==> src/rtl/seg7_pkg.sv <==
// Shared glyph table and helpers for the multiplexed 7-segment display driver.
// Glyphs are stored active-low in gfedcba order; the top applies board polarity.
package seg7_pkg;

  localparam logic [6:0] SEG_OFF = 7'b1111111;

  localparam logic [6:0] GLYPH_0 = 7'b1000000;
  localparam logic [6:0] GLYPH_1 = 7'b1111001;
  localparam logic [6:0] GLYPH_2 = 7'b0100100;
  localparam logic [6:0] GLYPH_3 = 7'b0110000;
  localparam logic [6:0] GLYPH_4 = 7'b0011001;
  localparam logic [6:0] GLYPH_5 = 7'b0010010;
  localparam logic [6:0] GLYPH_6 = 7'b0000010;
  localparam logic [6:0] GLYPH_7 = 7'b1111000;
  localparam logic [6:0] GLYPH_8 = 7'b0000000;
  localparam logic [6:0] GLYPH_9 = 7'b0011000;
  localparam logic [6:0] GLYPH_A = 7'b0001000;
  localparam logic [6:0] GLYPH_B = 7'b0000011;
  localparam logic [6:0] GLYPH_C = 7'b1000110;
  localparam logic [6:0] GLYPH_D = 7'b0100001;
  localparam logic [6:0] GLYPH_E = 7'b0000110;
  localparam logic [6:0] GLYPH_F = 7'b0001110;

  function automatic logic [6:0] hex_to_seg(input logic [3:0] nibble);
    logic [6:0] seg;
    case (nibble)
      4'h0:    seg = GLYPH_0;
      4'h1:    seg = GLYPH_1;
      4'h2:    seg = GLYPH_2;
      4'h3:    seg = GLYPH_3;
      4'h4:    seg = GLYPH_4;
      4'h5:    seg = GLYPH_5;
      4'h6:    seg = GLYPH_6;
      4'h7:    seg = GLYPH_7;
      4'h8:    seg = GLYPH_8;
      4'h9:    seg = GLYPH_9;
      4'hA:    seg = GLYPH_A;
      4'hB:    seg = GLYPH_B;
      4'hC:    seg = GLYPH_C;
      4'hD:    seg = GLYPH_D;
      4'hE:    seg = GLYPH_E;
      default: seg = GLYPH_F;
    endcase
    return seg;
  endfunction

  // Ceiling log2, used to size counters from elaboration-time parameters.
  function automatic int clog2(input int value);
    int result;
    int remaining;
    result = 0;
    remaining = value - 1;
    while (remaining > 0) begin
      result++;
      remaining = remaining >> 1;
    end
    return result;
  endfunction

endpackage

==> src/rtl/seg7_hex_glyph.sv <==
// Combinational nibble-to-glyph decoder producing the active-low segment pattern.
module seg7_hex_glyph
  import seg7_pkg::*;
(
  input  logic [3:0] nibble,
  output logic [6:0] glyph
);

  assign glyph = hex_to_seg(nibble);

endmodule

==> src/rtl/seg7_scan_driver.sv <==
// Time-multiplexed 7-segment bank driver with double-buffered load, frame-aligned
// update, leading-zero blanking, per-digit blink, decimal points and polarity control.
module seg7_scan_driver
  import seg7_pkg::*;
#(
  parameter int NUM_DIGITS     = 4,
  parameter int SCAN_DIV       = 50000,
  parameter int BLINK_LOG2     = 24,
  parameter bit SEG_ACTIVE_LOW = 1'b1,
  parameter bit AN_ACTIVE_LOW  = 1'b1
) (
  input  logic                    iCLK,
  input  logic                    iRST_N,
  input  logic                    iEN,
  input  logic                    iLOAD,
  input  logic [4*NUM_DIGITS-1:0] iVALUE,
  input  logic [NUM_DIGITS-1:0]   iDP,
  input  logic                    iBLANK_LZ,
  input  logic [NUM_DIGITS-1:0]   iBLINK_MASK,
  output logic [6:0]              oSEG,
  output logic                    oDP,
  output logic [NUM_DIGITS-1:0]   oAN,
  output logic                    oPENDING,
  output logic                    oFRAME
);

  localparam int IDX_W = (NUM_DIGITS > 1) ? clog2(NUM_DIGITS) : 1;
  localparam int PRE_W = clog2(SCAN_DIV);
  localparam logic [IDX_W-1:0] LAST_IDX = IDX_W'(NUM_DIGITS - 1);
  localparam logic [PRE_W-1:0] LAST_PRE = PRE_W'(SCAN_DIV - 1);
  localparam logic [6:0] SEG_IDLE = SEG_ACTIVE_LOW ? SEG_OFF : ~SEG_OFF;
  localparam logic DP_IDLE = SEG_ACTIVE_LOW;
  localparam logic [NUM_DIGITS-1:0] AN_IDLE = AN_ACTIVE_LOW ? {NUM_DIGITS{1'b1}} : {NUM_DIGITS{1'b0}};

  logic [PRE_W-1:0]        prescaler;
  logic [IDX_W-1:0]        digitIdx;
  logic [BLINK_LOG2-1:0]   blinkCnt;
  logic [4*NUM_DIGITS-1:0] shadowValue;
  logic [4*NUM_DIGITS-1:0] displayValue;
  logic [NUM_DIGITS-1:0]   shadowDp;
  logic [NUM_DIGITS-1:0]   displayDp;
  logic                    pending;
  logic                    tick;
  logic                    frameBoundary;

  logic [3:0]              curNibble;
  logic                    curDp;
  logic                    curBlank;
  logic                    curBlinkSel;
  logic [NUM_DIGITS-1:0]   lzBlank;
  logic                    upperZero;
  logic [6:0]              glyph;
  logic                    dark;
  logic [NUM_DIGITS-1:0]   anOn;
  logic [6:0]              segOn;
  logic                    dpOn;

  assign tick          = (prescaler == LAST_PRE);
  assign frameBoundary = tick && (digitIdx == LAST_IDX);
  assign oPENDING      = pending;

  always_ff @(posedge iCLK) begin
    if (!iRST_N) begin
      prescaler <= '0;
      digitIdx  <= '0;
      blinkCnt  <= '0;
      oFRAME    <= 1'b0;
    end else begin
      prescaler <= tick ? '0 : prescaler + 1'b1;
      if (tick) begin
        digitIdx <= frameBoundary ? '0 : digitIdx + 1'b1;
      end
      blinkCnt <= blinkCnt + 1'b1;
      oFRAME   <= frameBoundary;
    end
  end

  // A load landing on the boundary itself bypasses the shadow so it is never left pending.
  always_ff @(posedge iCLK) begin
    if (!iRST_N) begin
      shadowValue  <= '0;
      shadowDp     <= '0;
      displayValue <= '0;
      displayDp    <= '0;
      pending      <= 1'b0;
    end else if (frameBoundary) begin
      if (iLOAD) begin
        displayValue <= iVALUE;
        displayDp    <= iDP;
      end else if (pending) begin
        displayValue <= shadowValue;
        displayDp    <= shadowDp;
      end
      pending <= 1'b0;
    end else if (iLOAD) begin
      shadowValue <= iVALUE;
      shadowDp    <= iDP;
      pending     <= 1'b1;
    end
  end

  // A digit is a leading zero when it and every more-significant nibble are zero.
  always_comb begin
    lzBlank   = '0;
    upperZero = iBLANK_LZ;
    for (int k = NUM_DIGITS - 1; k > 0; k--) begin
      upperZero  = upperZero && (displayValue[4*k +: 4] == 4'h0);
      lzBlank[k] = upperZero;
    end
  end

  always_comb begin
    curNibble   = 4'h0;
    curDp       = 1'b0;
    curBlank    = 1'b0;
    curBlinkSel = 1'b0;
    for (int k = 0; k < NUM_DIGITS; k++) begin
      if (digitIdx == IDX_W'(k)) begin
        curNibble   = displayValue[4*k +: 4];
        curDp       = displayDp[k];
        curBlank    = lzBlank[k];
        curBlinkSel = iBLINK_MASK[k];
      end
    end
  end

  seg7_hex_glyph uGlyph (
    .nibble (curNibble),
    .glyph  (glyph)
  );

  // Built active-high here; a blinking digit keeps its anode so the scan duty stays even.
  always_comb begin
    anOn  = '0;
    segOn = '0;
    dpOn  = 1'b0;
    dark  = blinkCnt[BLINK_LOG2-1] && curBlinkSel;
    if (iEN) begin
      for (int k = 0; k < NUM_DIGITS; k++) begin
        anOn[k] = (digitIdx == IDX_W'(k));
      end
      if (!dark) begin
        segOn = curBlank ? 7'b0000000 : ~glyph;
        dpOn  = curDp;
      end
    end
  end

  always_ff @(posedge iCLK) begin
    if (!iRST_N) begin
      oAN  <= AN_IDLE;
      oSEG <= SEG_IDLE;
      oDP  <= DP_IDLE;
    end else begin
      oAN  <= AN_ACTIVE_LOW ? ~anOn : anOn;
      oSEG <= SEG_ACTIVE_LOW ? ~segOn : segOn;
      oDP  <= SEG_ACTIVE_LOW ? ~dpOn : dpOn;
    end
  end

endmodule

==> config.mk <==
export PLATFORM = sky130hd
export DESIGN_NAME = seg7_scan_driver
export DESIGN_NICKNAME = d
export VERILOG_FILES = /design/src/rtl/seg7_pkg.sv /design/src/rtl/seg7_hex_glyph.sv /design/src/rtl/seg7_scan_driver.sv
export SDC_FILE = /design/constraint.sdc
export NUM_CORES = 1
export LEC_CHECK = 0
export ABC_AREA = 1
export BUFFER_PORTS_ARGS = -buffer_cell sky130_fd_sc_hd__buf_4
export CAP_MARGIN = 20
export CORE_MARGIN = 5
export CORE_UTILIZATION = 60
export CTS_CLUSTER_DIAMETER = 200
export CTS_CLUSTER_SIZE = 14
export DETAILED_ROUTE_END_ITERATION = 12
export PLACE_DENSITY = 0.8
export SLEW_MARGIN = 40
export SYNTH_ARGS = -nofsm -noshare
export SYNTH_HDL_FRONTEND = slang
export SYNTH_SLANG_ARGS = --single-unit
==> constraint.sdc <==
create_clock -name iCLK -period 2.6 [get_ports iCLK]
set_input_delay 0.39 -clock iCLK [delete_from_list [all_inputs] [get_ports iCLK]]
set_output_delay 0.39 -clock iCLK [all_outputs]
set_load 0.005 [all_outputs]
======== Word-level counts from Yosys, hierarchy flattened ========
Memories as Yosys holds them, arrays and structs flattened.
Cells that the tools add are included.
word-level totals
  logic and storage cells ................. 66
  memories kept ........................... 1
  output and inout port bits .............. 14
  bits of input ports ..................... 29
  bits in read-only memories .............. 112
  register bits after elaboration ......... 96
memory list
  name             words  width  read ports  clocked after memory_dff  wr ports  line            source
  (no name shown)  16     7      1           0                         0         seg7_pkg.sv:26  case (nibble)
operators by class
  add/sub/neg operators ................... 3
  reductions and logical operators ........ 14
  equal/unequal tests ..................... 4
  bitwise operators ....................... 6
  muxes and demuxes ....................... 26
operators by type and width
  operator               count
  $mux 16                2
  $mux 4                 7
  $add 24x1->24 const B  1
  $mux 7                 3
  $add 16x1->16 const B  1
  $eq 16x16->1 const B   1
  $not 7->7              2
  $mux 1                 13
  $logic_not 4->1        3
  $logic_and 1x1->1      5
  $eq 2x2->1 const B     2
  $not 4->4              1
  $reduce_and 2->1       2
  $reduce_or 2->1        2
  $not 1->1              3
  $add 2x1->2 const B    1
  $eq 2x1->1 const B     1
  $logic_not 2->1        1
  $mux 2                 1
  $reduce_bool 2->1      1

======== Depth between registers and ports, before layout ========
  depth after elaboration ................. 11
  depth in mapped cells ................... 13
  gate-level depth less buffers ........... 13

======== Hierarchy ========
From an unflattened synthesis, not the netlist that was laid out.
second synthesis, totals
  cell total of the unflattened synthesis .. 751
  area total of the unflattened synthesis .. 4978.5 um^2
by module, submodules not included
  module            times used  seq. area each (um^2)  area each (um^2)  cells an instance
  seg7_scan_driver  1           1921.8                 4714.5            701
  seg7_hex_glyph    1           0.0                    264.0             50

======== Least setup slack after synthesis ========
OpenSTA, ideal clock, no wires.
  path type ............................... register -> register
  start ................................... register digitIdx[0]
  end ..................................... register oSEG[3]
  clock period less this slack ............ 2.214 ns
  arrival time ............................ 2.088 ns
  setup slack ............................. 0.386 ns
  path buffers ............................ 1
  required time ........................... 2.475 ns
  library setup time ...................... 0.125 ns
  stages on the path, launching flop included .. 13
  cell sequence ........................... dfxtp_1 > inv_1 > ha_1 > buf_4 > a21oi_1 > nand2_1 > a21boi_0 > inv_1 > ha_1 > nand3_1 > nand3_1 > o21ai_1 > nand2_1
between the ends
  longest elaborated chain between the ends .. 11
  elaborated cells on any way between the ends .. 22
  classes of those cells .................. 3 x eq/ne; 14 x mux; 2 x bitwise; 2 x reduce/logical; 1 x memory
ends and longest elaborated chain
  item                    line                     source
  start, declared         seg7_scan_driver.sv:36   logic [IDX_W-1:0] digitIdx;
  start signal, assigned  seg7_scan_driver.sv:71   digitIdx <= frameBoundary ? '0 : digitIdx + 1'b1;
  $logic_not 2->1         seg7_scan_driver.sv:118  if (digitIdx == IDX_W'(k)) begin
  $mux 4 (4 in series)    seg7_scan_driver.sv:118
  $mem_v2 16x7            --
  $not 7->7               seg7_scan_driver.sv:143  segOn = curBlank ? 7'b0000000 : ~glyph;
  $mux 7                  seg7_scan_driver.sv:143
  $mux 7 *                seg7_scan_driver.sv:142  if (!dark) begin
  $mux 7 *                seg7_scan_driver.sv:138  if (iEN) begin
  $not 7->7 *             seg7_scan_driver.sv:156  oSEG <= SEG_ACTIVE_LOW ? ~segOn : segOn;
  end signal, assigned    seg7_scan_driver.sv:156
  end, declared           seg7_scan_driver.sv:20   output logic [6:0] oSEG,
Every way passes the cells marked *; elsewhere a longest branch is shown, timed or not.
A chain may end at the register's enable or synchronous reset.

======== Final worst setup path ========
Ends and elaborated chain as after synthesis.

==> impl_results.md <==
- Sequential area share after synthesis: approximately two fifths
- Max cap viols: 0
- Fmax: 451.8 MHz
- Ranking of synthesized cells by area: dfxtp_1, nand2_1, a21oi_1
- Gr ovfl total: 0
- Final hold vios: 0
- Total negative slack: 0 ps
- Most frequent cell after synthesis: nand2_1
- Hold path depth: 4
- FILL cells: roughly 740
- Routed Antenna Nets: 0
- Clock Latency Late Sink: between 300 and 400 ps
- Core Box Area: about 8000 µm²
- Yosys cell types: 36
- Minimum clock period: approximately 2200 ps
- Postcts setup bufs: 0
- Post-Syn Area: 4910 µm²
- Max-slew violations: 0
- Vias/cell: approximately 5.4
- Worst-margin pin slew: just over 700 ps
- Cell depth of the worst flop-to-flop path: 12
- CTS tree: built
- Area grow syn2layout: 10.30%
- Area share of the largest cell type after synthesis: approximately two fifths
- Crit path max-delay cell type: dfxtp_1
- Critical path class: reg -> reg
- Mean Syn Cell Area: 6.829 µm²
- Largest area contributor in the netlist: dfxtp_1
- N_diodes: 0
- Syn Nets: between 700 and 800
- Root Buffer: clkbuf_8
- Yosys reg bits: 96
- Clk_skew: 9.860 ps
- Setup ws final: 386.5 ps
- P per Cell Area: roughly 490 nW/µm²
- Synth top cells by count: nand2_1, dfxtp_1, nor2_1
- Crit share post-route: 85.13%
- GPL Wtd Cong: approximately 0.91
- Non-filler instance count after layout: approximately 860
- Cells after Synth: around 700
- Total number of vias: around 4600
- Drt pass-1 iters: 5
- Relative slew slack: about half
- Final Core Density: approximately 67%
- Final setup vio count: 0
- Die height: approximately 100 µm
- Routed WL per cell: about 12 µm
- Die width: ~100 µm
- Worst hold margin: 340.3 ps
- Status: completed
- Final nets: about 800
- Initial antenna violation count: 0
- Post-detail-place hpwl: between 7 and 8 mm
- CP max FO: 9
- H-tree levels: 3
- First-pass GRT wire length: 18.44 mm
- Die area: slightly above 10000 µm²
- Crit path launch type: flip-flop
- Num Clock Sinks: 96
- Pre-CTS WS: about 410 ps
- Post-synth EDFFs: 0
- Routed wire length: roughly 11 mm
- Ys Warns: 0
- Design Power: 2.627 mW
- CP arrival: between 2000 and 2500 ps
- CTS resizes: 0
- PortBufs: 42
- Starting Density: approximately three fifths
- 1st-iter DRT viols: 219
- Tot GR Track Use: between 20 and 25%
- Remaining DRCs: 0
- CTS Buf Count: 9
- Unrepaired setup endpoints after global routing: no
- Critical Path, Cell by Cell: inv_1, ha_1, inv_1, nor2_1, nor2_1, a21boi_0, inv_1, ha_1, nand3_1, nand3_1, o21ai_1, nand2_1
- Clock Path Buffers: 2
- CTS Hold Bufs: 0
- Cell Area, Placed: roughly 5200 µm²
- Most frequent cell on the critical path: inv_1
- Largest net degree at the start of global routing: 45
- Vias in the first global route: between 4000 and 5000
- IO Pins: 43
- Setup crit end kind: flip-flop
- Worst Path Required: roughly 2900 ps
- P_leak: 2.121 nW
- Clock transition at the registers of the reported paths: around 90 ps
- Async S/R FF share, synth: 0%
- Post-route cell area: 5415 µm²
- # rows: 33
- VDD IR-drop max: 0.0002629 V
- Placed instance count: roughly 840
- Fraction of layout cells with a size suffix above 1: roughly 10%
- Critical Path Max Stage Delay: approximately 350 ps
- HP Class: in -> reg
- Main synth FF type: dfxtp_1
metal layers:
layer | part of all wire, % | up-vias | track usage (%)
li1 | - | 2396 | -
met1 | 44 | 2116 | 26.22
met3 | 4.5 | 15 | 4.360
met4 | 1.6 | 0 | 6.632
met5 | 0 | - | 0
met2 | 50 | 96 | 39.40
critical path: cells and delay by family (launching register included):
kind | cells | cell delay (ps)
adders and majority gates | 2 | 650
AOI/OAI and AO/OA | 2 | 340
buffers and inverters | 3 | 370
DFF | 1 | 350
and+or+nand+nor | 5 | 390
area by class of cell:
| type | instances | area [µm²] | area share [%] |
|---|---|---|---|
| clock buffer | 13 | 138.9 | 2.565 |
| clock inverter | 1 | 30.03 | 0.5545 |
| inverter | 73 | 274.0 | 5.060 |
| multi-input combinational | 519 | 2559 | 47.25 |
| sequential | 96 | 1922 | 35.49 |
| tap | 105 | 131.4 | 2.426 |
| timing repair buffer | 48 | 360.3 | 6.654 |
sequential cells by signal (all words and copies together) (netlist names), 2 cells and up:
name and flops:
blinkCnt 24, displayValue 16, prescaler 16, shadowValue 16, oSEG 7, displayDp 4, oAN 4, shadowDp 4
digitIdx 2
cells in the final DEF (no fill, tap or decap), types with 7 or more instances in the layout:
| cell type | synthesis | layout |
|---|---|---|
| nor3_1 | 11 | 11 |
| buf_4 | 4 | 48 |
| inv_1 | 68 | 68 |
| nand3_1 | 37 | 37 |
| o21ai_0 | 32 | 32 |
| nand3b_1 | 25 | 25 |
| a21oi_1 | 77 | 77 |
| xor2_1 | 7 | 7 |
| clkbuf_8 | 0 | 9 |
| nand2_1 | 180 | 180 |
| nor2_1 | 81 | 81 |
| ha_1 | 12 | 12 |
| dfxtp_1 | 96 | 96 |
| nand4_1 | 29 | 29 |
power by group:
group	internal, mW	leakage (nW)	total, mW	switching, mW
sequential	1.51	0.782	1.53	0.0211
clock	0.437	0.0836	0.911	0.474
combinational	0.0829	1.25	0.189	0.106
path summary, 6_finish.rpt:
| kind | from | to | slack [ps] |
|---|---|---|---|
| min reg2reg | blinkCnt[23] | blinkCnt[23] | 470 |
| min | iVALUE[13] | shadowValue[13] | 340 |
| max | digitIdx[0] | oSEG[3] | 390 |
| max reg2reg | digitIdx[0] | oSEG[3] | 390 |
logic make-up after synthesis:
logic type	Yosys count	synth area share, %
fa+ha+maj	12	3.058
buf+inv	104	8.741
flops	96	39.14
xor+xnor	8	1.427
compound gates	119	12.61
simple gates	380	35.02
No activity file was read; power rests on OpenSTA's default activity.
